`config.mk`:
```
export PLATFORM = sky130hd
export DESIGN_NAME = rs_serial_sec_decoder
export DESIGN_NICKNAME = d
export VERILOG_FILES = /design/src/rtl/rs_serial_sec_decoder_pkg.sv /design/src/rtl/rs_serial_sec_decoder_syndrome_acc.sv /design/src/rtl/rs_serial_sec_decoder.sv
export SDC_FILE = /design/constraint.sdc
export NUM_CORES = 1
export LEC_CHECK = 0
export ABC_AREA = 1
export BUFFER_PORTS_ARGS = -buffer_cell sky130_fd_sc_hd__buf_4
export CAP_MARGIN = 15
export CORE_UTILIZATION = 55
export CTS_CLUSTER_DIAMETER = 120
export DETAILED_ROUTE_END_ITERATION = 10
export PLACE_DENSITY = 0.87
export SLEW_MARGIN = 20
export SYNTH_ARGS = -nofsm -noshare
export SYNTH_HDL_FRONTEND = slang
export SYNTH_SLANG_ARGS = --single-unit
```
`constraint.sdc`:
```
create_clock -name clk -period 2.47 [get_ports clk]
set_clock_uncertainty 0.1 [all_clocks]
set_input_delay 0.494 -clock clk [delete_from_list [all_inputs] [get_ports clk]]
set_output_delay 0.494 -clock clk [all_outputs]
set_load 0.005 [all_outputs]
```
`src/rtl/rs_serial_sec_decoder_pkg.sv`:
```
// Shared definitions for the serial RS(N,N-2) single-symbol-error decoder:
// FSM state type, default code size and the GF(2^M) multiply-by-alpha helper.
package rs_pkg;

    typedef enum logic [1:0] {IDLE, SYND, LOCATE, DONE} state_t;

    localparam int DEF_M = 3;
    localparam int DEF_N = 7;
    localparam int K     = DEF_N - 2;

    // Multiply an m-bit symbol by alpha (= x): shift left, reduce by the primitive polynomial.
    function automatic logic [15:0] gf_mul_alpha(input logic [15:0] sym, input int m,
                                                 input logic [15:0] poly);
        logic [15:0] res;
        logic [15:0] mask;
        mask = 16'hFFFF >> (16 - m);
        res  = sym << 1;
        if (sym[m-1]) begin
            res = res ^ poly;
        end
        return res & mask;
    endfunction

endpackage

```
`src/rtl/rs_serial_sec_decoder_syndrome_acc.sv`:
```
// Symbol-serial syndrome accumulator: S0 = r(1), S1 = r(alpha) evaluated by Horner's rule,
// highest-degree symbol first.
import rs_pkg::*;

module rs_syndrome_acc #(
    parameter int         M         = 3,
    parameter logic [M:0] PRIM_POLY = 4'b1011
) (
    input  logic         clk,
    input  logic         reset,
    input  logic         clr,
    input  logic         en,
    input  logic [M-1:0] sym,
    output logic [M-1:0] s0,
    output logic [M-1:0] s1
);

    logic [M-1:0] r_s0;
    logic [M-1:0] r_s1;

    always_ff @(posedge clk or posedge reset) begin
        if (reset) begin
            r_s0 <= '0;
            r_s1 <= '0;
        end else if (clr) begin
            r_s0 <= '0;
            r_s1 <= '0;
        end else if (en) begin
            r_s0 <= r_s0 ^ sym;
            r_s1 <= M'(gf_mul_alpha(16'(r_s1), M, 16'(PRIM_POLY))) ^ sym;
        end
    end

    assign s0 = r_s0;
    assign s1 = r_s1;

endmodule

```
`src/rtl/rs_serial_sec_decoder.sv`:
```
// Clocked RS(N,N-2) single-symbol-error-correcting decoder with valid/ready handshakes.
// Define RS_ERR_STATS_EN to add saturating corrected/uncorrectable word counters.
import rs_pkg::*;

module rs_serial_sec_decoder #(
    parameter int         M         = 3,
    parameter int         N         = 7,
    parameter logic [M:0] PRIM_POLY = 4'b1011
) (
    input  logic           clk,
    input  logic           reset,
    input  logic           in_valid,
    output logic           in_ready,
    input  logic [N*M-1:0] codeword,
    output logic           out_valid,
    input  logic           out_ready,
    output logic [N*M-1:0] corrected,
    output logic           err_detected,
    output logic           uncorrectable
`ifdef RS_ERR_STATS_EN
    ,
    output logic [15:0]    corr_count,
    output logic [15:0]    uncorr_count
`endif
);

    localparam int IW = (N > 1) ? $clog2(N) : 1;

    state_t         r_state;
    state_t         w_nextState;
    logic [N*M-1:0] r_buf;
    logic [N*M-1:0] r_corrected;
    logic [IW-1:0]  r_idx;
    logic [M-1:0]   r_p;
    logic           r_err;
    logic           r_unc;
    logic [M-1:0]   w_p;
    logic [M-1:0]   w_sym;
    logic [M-1:0]   w_s0;
    logic [M-1:0]   w_s1;
    logic           w_accept;
    logic           w_toDone;
    logic           w_err;
    logic           w_unc;
    logic           w_fix;
    logic           w_firstCycle;

    assign in_ready     = (r_state == IDLE);
    assign out_valid    = (r_state == DONE);
    assign w_accept     = in_valid && in_ready;
    assign w_sym        = r_buf[r_idx*M +: M];
    assign w_firstCycle = (r_idx == '0);

    rs_syndrome_acc #(.M(M), .PRIM_POLY(PRIM_POLY)) u_synd (
        .clk   (clk),
        .reset (reset),
        .clr   (w_accept),
        .en    (r_state == SYND),
        .sym   (w_sym),
        .s0    (w_s0),
        .s1    (w_s1)
    );

    always_ff @(posedge clk or posedge reset) begin
        if (reset) begin
            r_state <= IDLE;
        end else begin
            r_state <= w_nextState;
        end
    end

    // LOCATE walks c upward; P_c starts at S0 and is multiplied by alpha every cycle.
    always_comb begin
        w_nextState = r_state;
        w_toDone    = 1'b0;
        w_err       = 1'b0;
        w_unc       = 1'b0;
        w_fix       = 1'b0;
        w_p         = w_firstCycle ? w_s0 : r_p;
        case (r_state)
            IDLE: begin
                if (in_valid) begin
                    w_nextState = SYND;
                end
            end
            SYND: begin
                if (w_firstCycle) begin
                    w_nextState = LOCATE;
                end
            end
            LOCATE: begin
                if (w_firstCycle && (w_s0 == '0) && (w_s1 == '0)) begin
                    w_toDone = 1'b1;
                end else if (w_firstCycle && ((w_s0 == '0) != (w_s1 == '0))) begin
                    w_toDone = 1'b1;
                    w_err    = 1'b1;
                    w_unc    = 1'b1;
                end else if (w_p == w_s1) begin
                    w_toDone = 1'b1;
                    w_err    = 1'b1;
                    w_fix    = 1'b1;
                end else if (r_idx == IW'(N - 1)) begin
                    w_toDone = 1'b1;
                    w_err    = 1'b1;
                    w_unc    = 1'b1;
                end
                if (w_toDone) begin
                    w_nextState = DONE;
                end
            end
            DONE: begin
                if (out_ready) begin
                    w_nextState = IDLE;
                end
            end
            default: w_nextState = IDLE;
        endcase
    end

    // r_idx counts N-1 down to 0 during SYND, then 0 upward as the locator position c.
    always_ff @(posedge clk or posedge reset) begin
        if (reset) begin
            r_buf       <= '0;
            r_idx       <= '0;
            r_p         <= '0;
            r_corrected <= '0;
            r_err       <= 1'b0;
            r_unc       <= 1'b0;
        end else begin
            case (r_state)
                IDLE: begin
                    if (w_accept) begin
                        r_buf <= codeword;
                        r_idx <= IW'(N - 1);
                    end
                end
                SYND: begin
                    if (!w_firstCycle) begin
                        r_idx <= r_idx - IW'(1);
                    end
                end
                LOCATE: begin
                    r_p <= M'(gf_mul_alpha(16'(w_p), M, 16'(PRIM_POLY)));
                    if (w_toDone) begin
                        r_corrected <= w_fix ? (r_buf ^ ((N*M)'(w_s0) << (r_idx*M))) : r_buf;
                        r_err       <= w_err;
                        r_unc       <= w_unc;
                    end else begin
                        r_idx <= r_idx + IW'(1);
                    end
                end
                default: ;
            endcase
        end
    end

    assign corrected     = r_corrected;
    assign err_detected  = r_err;
    assign uncorrectable = r_unc;

`ifdef RS_ERR_STATS_EN
    logic [15:0] r_corrCount;
    logic [15:0] r_uncorrCount;

    // Counters only clear on reset and stick at all-ones.
    always_ff @(posedge clk or posedge reset) begin
        if (reset) begin
            r_corrCount   <= '0;
            r_uncorrCount <= '0;
        end else if (w_toDone) begin
            if (w_unc) begin
                if (r_uncorrCount != 16'hFFFF) begin
                    r_uncorrCount <= r_uncorrCount + 16'd1;
                end
            end else if (w_err) begin
                if (r_corrCount != 16'hFFFF) begin
                    r_corrCount <= r_corrCount + 16'd1;
                end
            end
        end
    end

    assign corr_count   = r_corrCount;
    assign uncorr_count = r_uncorrCount;
`endif

endmodule

```
==> run_results.csv <==
group,metric,value,unit
grt,grt_pass1_vias,3205,
route,vias,3399,
power,ir_worst_vdd,0.917,mV
synthesis,syn_area,3560,um^2
cts,numCtsBuffers,9,
power,netSwitchingFraction,0.474,
synthesis,ys_seq_area_frac,0.408,
floorplanning,chipHeight,82.4,um
final_layout,drive_above_1_share,0.167,
setup_path,crit_required,2.60,ns
placement,port_buffers,49,
synthesis,ys_ff_latch,58,
setup_path,cpMaxStageDelayCell,"dfrtp_1",
setup_path,r2r-start,"r_idx[0]$_DFFE_PP0P_",
floorplanning,core_area,6100,um^2
route,routed_via_density,5.38,
setup_path,crit_arrival,2.33,ns
power,clkPwrFrac,0.150,
setup_path,cpPeakStageDelay,0.45,ns
route,routedWlPerCell,13.9,um
synthesis,synth_cells,497,
cts,hold_buffers,0,
final_layout,nets,582,
worst_hold_path,hold_path_class,"primary input to async pin",
synthesis,yosysWarningCount,0,
route,wirelength,8800,um
setup_path,cp-start-kind,"flip-flop",
cts,clock_sinks,58,
setup_path,crit_chain,"inv_1 -> buf_4 -> nand2_1 -> nor2_1 -> nor2_1 -> nand2_1 -> nand2_4 -> nand2_1 -> nand2_1 -> nand2_1",
synthesis,synth.avg_cell_area,7.16,um^2
placement,dpl_worst_slack,0.173,ns
route,drt.antenna.violating_nets,0,
placement,dp_hpwl,6580,um
timing,tightest_slew,0.581,ns
power,comb_power_share,0.555,
setup_path,critPathCaptureType,"flip-flop",
timing,rsz0062_at_grt,"false",
grt,grt_overflow,0,
timing,fin_tns_setup,0,ns
timing,relSlewSlack,0.612,
route,drtIter0Drc,303,
grt,antenna_found_initial,0,
final_layout,fin_util,0.694,
route,drt-pass1-iter-count,5,
power,power_switching,0.00287,W
setup_path,crit_top_cell,"nand2_1",
floorplanning,die_w,82.4,um
timing,hold_violations,0,
setup_path,cp_num_buf_inv,2,
grt,track_usage,0.287,
cts,clkTransAtPathRegs,0.07,ns
setup_path,path_max_fanout,25,
timing,post-route-period-util,0.888,
setup_path,crit_type,"flip-flop to flip-flop",
synthesis,syn_nets,527,
timing,layout_setup_ws,0.277,ns
grt,grt_max_degree,33,
setup_path,crit_family,"simple AND/OR/NAND/NOR gates",
floorplanning,num_rows,28,
outcome,status,"finished, final reports clean",
grt,grt_pass1_wl,14500,um
timing,final.min_clock_period,2.19,ns
timing,finalSetupViolations,0,
timing,max_freq,456,MHz
floorplanning,boundaryPins,50,
cts,ctsRootBufferMaster,"clkbuf_8",
power,power.internal,0.00318,W
cts,cts_tree,"yes",
power,leakagePower,2.26,nW
placement,gp_congestion,0.942,
timing,drv_slew,0,
synthesis,ys_types,29,
cts,clock_latency,0.35,ns
route,drc,0,
power,seq_power_share,0.295,
cts,cts.path.max_buffers,2,
power,p_per_area,1430,nW/um^2
final_layout,diodes,0,
cts,cts.htree.levels,3,
floorplanning,initial_core_util,0.584,
floorplanning,dieArea,6790,um^2
setup_path,crit_path_start,"r_idx[0]$_DFFE_PP0P_",
run,maxCapViolations,0,
final_layout,area_growth,18.9,%
-- area by class of cell --
cell class,instances,area (um^2)
fill,537,1870
multi-input combinational,379,1830
sequential,58,1450
timing repair buffer,65,500
clock buffer,11,151
inverter,39,146
tap,75,93.8
clock inverter,5,52.6
-- path summary, 6_finish.rpt --
| check | to | slack [ns] | depth (start not counted) |
|---|---|---|---|
| max | r_idx[2]$_DFFE_PP0P_ | 0.28 | 10 |
| max in group asynchronous | r_buf[19]$_DFFE_PP0P_ | 1.60 | 3 |
| max reg2reg | r_idx[2]$_DFFE_PP0P_ | 0.28 | 10 |
| min reg2reg | corrected[5]$_DFFE_PP0P_ | 0.38 | 2 |
| min | r_buf[0]$_DFFE_PP0P_ | 0.11 | 2 |
| min in group clk | r_buf[18]$_DFFE_PP0P_ | 0.23 | 3 |
-- sequential cells by signal, summed over array words and instances, names as in the netlist --
register / cells
corrected: 21
err_detected: 1
r_buf: 21
r_idx: 3
r_p: 3
r_state: 2
u_synd.s0: 3
u_synd.s1: 3
uncorrectable: 1
-- layer usage --
| metal | up-vias | wire length [um] | global-route usage |
|---|---|---|---|
| li1 | 1691 | - | - |
| met4 | 0 | 93 | 0.0982 |
| met1 | 1566 | 3830 | 0.358 |
| met2 | 136 | 4220 | 0.476 |
| met3 | 6 | 654 | 0.0791 |
| met5 | - | 0 | 0 |
-- synth_stat cells, drive strengths merged --
cell,number,area (um^2)
nand2,224,856
dfrtp,58,1450
inv,39,146
nand3,33,178
nor2,26,114
o21ai,23,115
nand4,22,138
buf,16,113
xor2,15,131
a21oi,10,61.3
xnor2,9,78.8
o211ai,6,45.0
clkbuf,5,18.8
ha,4,50.1
or2,2,12.5
fa,1,20.0
nand3b,1,7.51
nor4,1,6.26
o2111ai,1,8.76
o22ai,1,6.26
-- metrics by stage --
| step | hold slack (ns) | cell area [um^2] | instances | total power, W |
|---|---|---|---|---|
| 3_5_place_dp | 0.367 | 4020 | 616 | 0.00511 |
| 3_3_place_gp | 0.366 | 4020 | 616 | 0.00498 |
| 4_1_cts | 0.126 | 4220 | 632 | 0.00602 |
| 6_report | 0.106 | 4230 | 632 | 0.00605 |
| 2_1_floorplan | 0.353 | 3560 | 497 | 0.00413 |
| 5_1_grt | 0.163 | 4230 | 632 | 0.00660 |
-- cells by family (layout without fill, tap and decap cells) --
kind of cell | count (synthesis) | after routing | share of synthesized area
and+or+nand+nor | 309 | 309 | 0.369
buffers and inverters | 60 | 120 | 0.0781
DFF | 58 | 58 | 0.408
AOI/OAI and AO/OA | 41 | 41 | 0.0665
xor gates and xnor gates | 24 | 24 | 0.0591
adders and majority gates | 5 | 5 | 0.0197
-- repair_timing --
action | 4_1_cts | 5_1_grt
buffers inserted | 0 | 0
resized for setup | 0 | 1
setup endpoints to repair | 0 | 3
hold endpoints to repair | 0 | 0
-- power by group through the flow --
stage	Clock [W]	Combinational [W]	Sequential, W
after detailed placement	0	0.00332	0.00179
final	0.000908	0.00336	0.00179
after CTS	0.000914	0.00333	0.00178
after global placement	0	0.00321	0.00177
after floorplan	0	0.00245	0.00168
after global routing	0.000964	0.00380	0.00184
-- cells in the final DEF (no fill, tap or decap), drive strengths merged --
cell type	Yosys	layout
o21ai	23	23
buf	16	65
bufinv	0	1
ha	4	4
nand3b	1	1
dfrtp	58	58
o2111ai	1	1
clkinv	0	3
clkinvlp	0	1
fa	1	1
o22ai	1	1
inv	39	39
nand4	22	22
nor4	1	1
nor2	26	26
or2	2	2
nand2	224	224
nand3	33	33
a21oi	10	10
xor2	15	15
xnor2	9	9
clkbuf	5	11
o211ai	6	6
No activity file was read; power rests on OpenSTA's default activity.
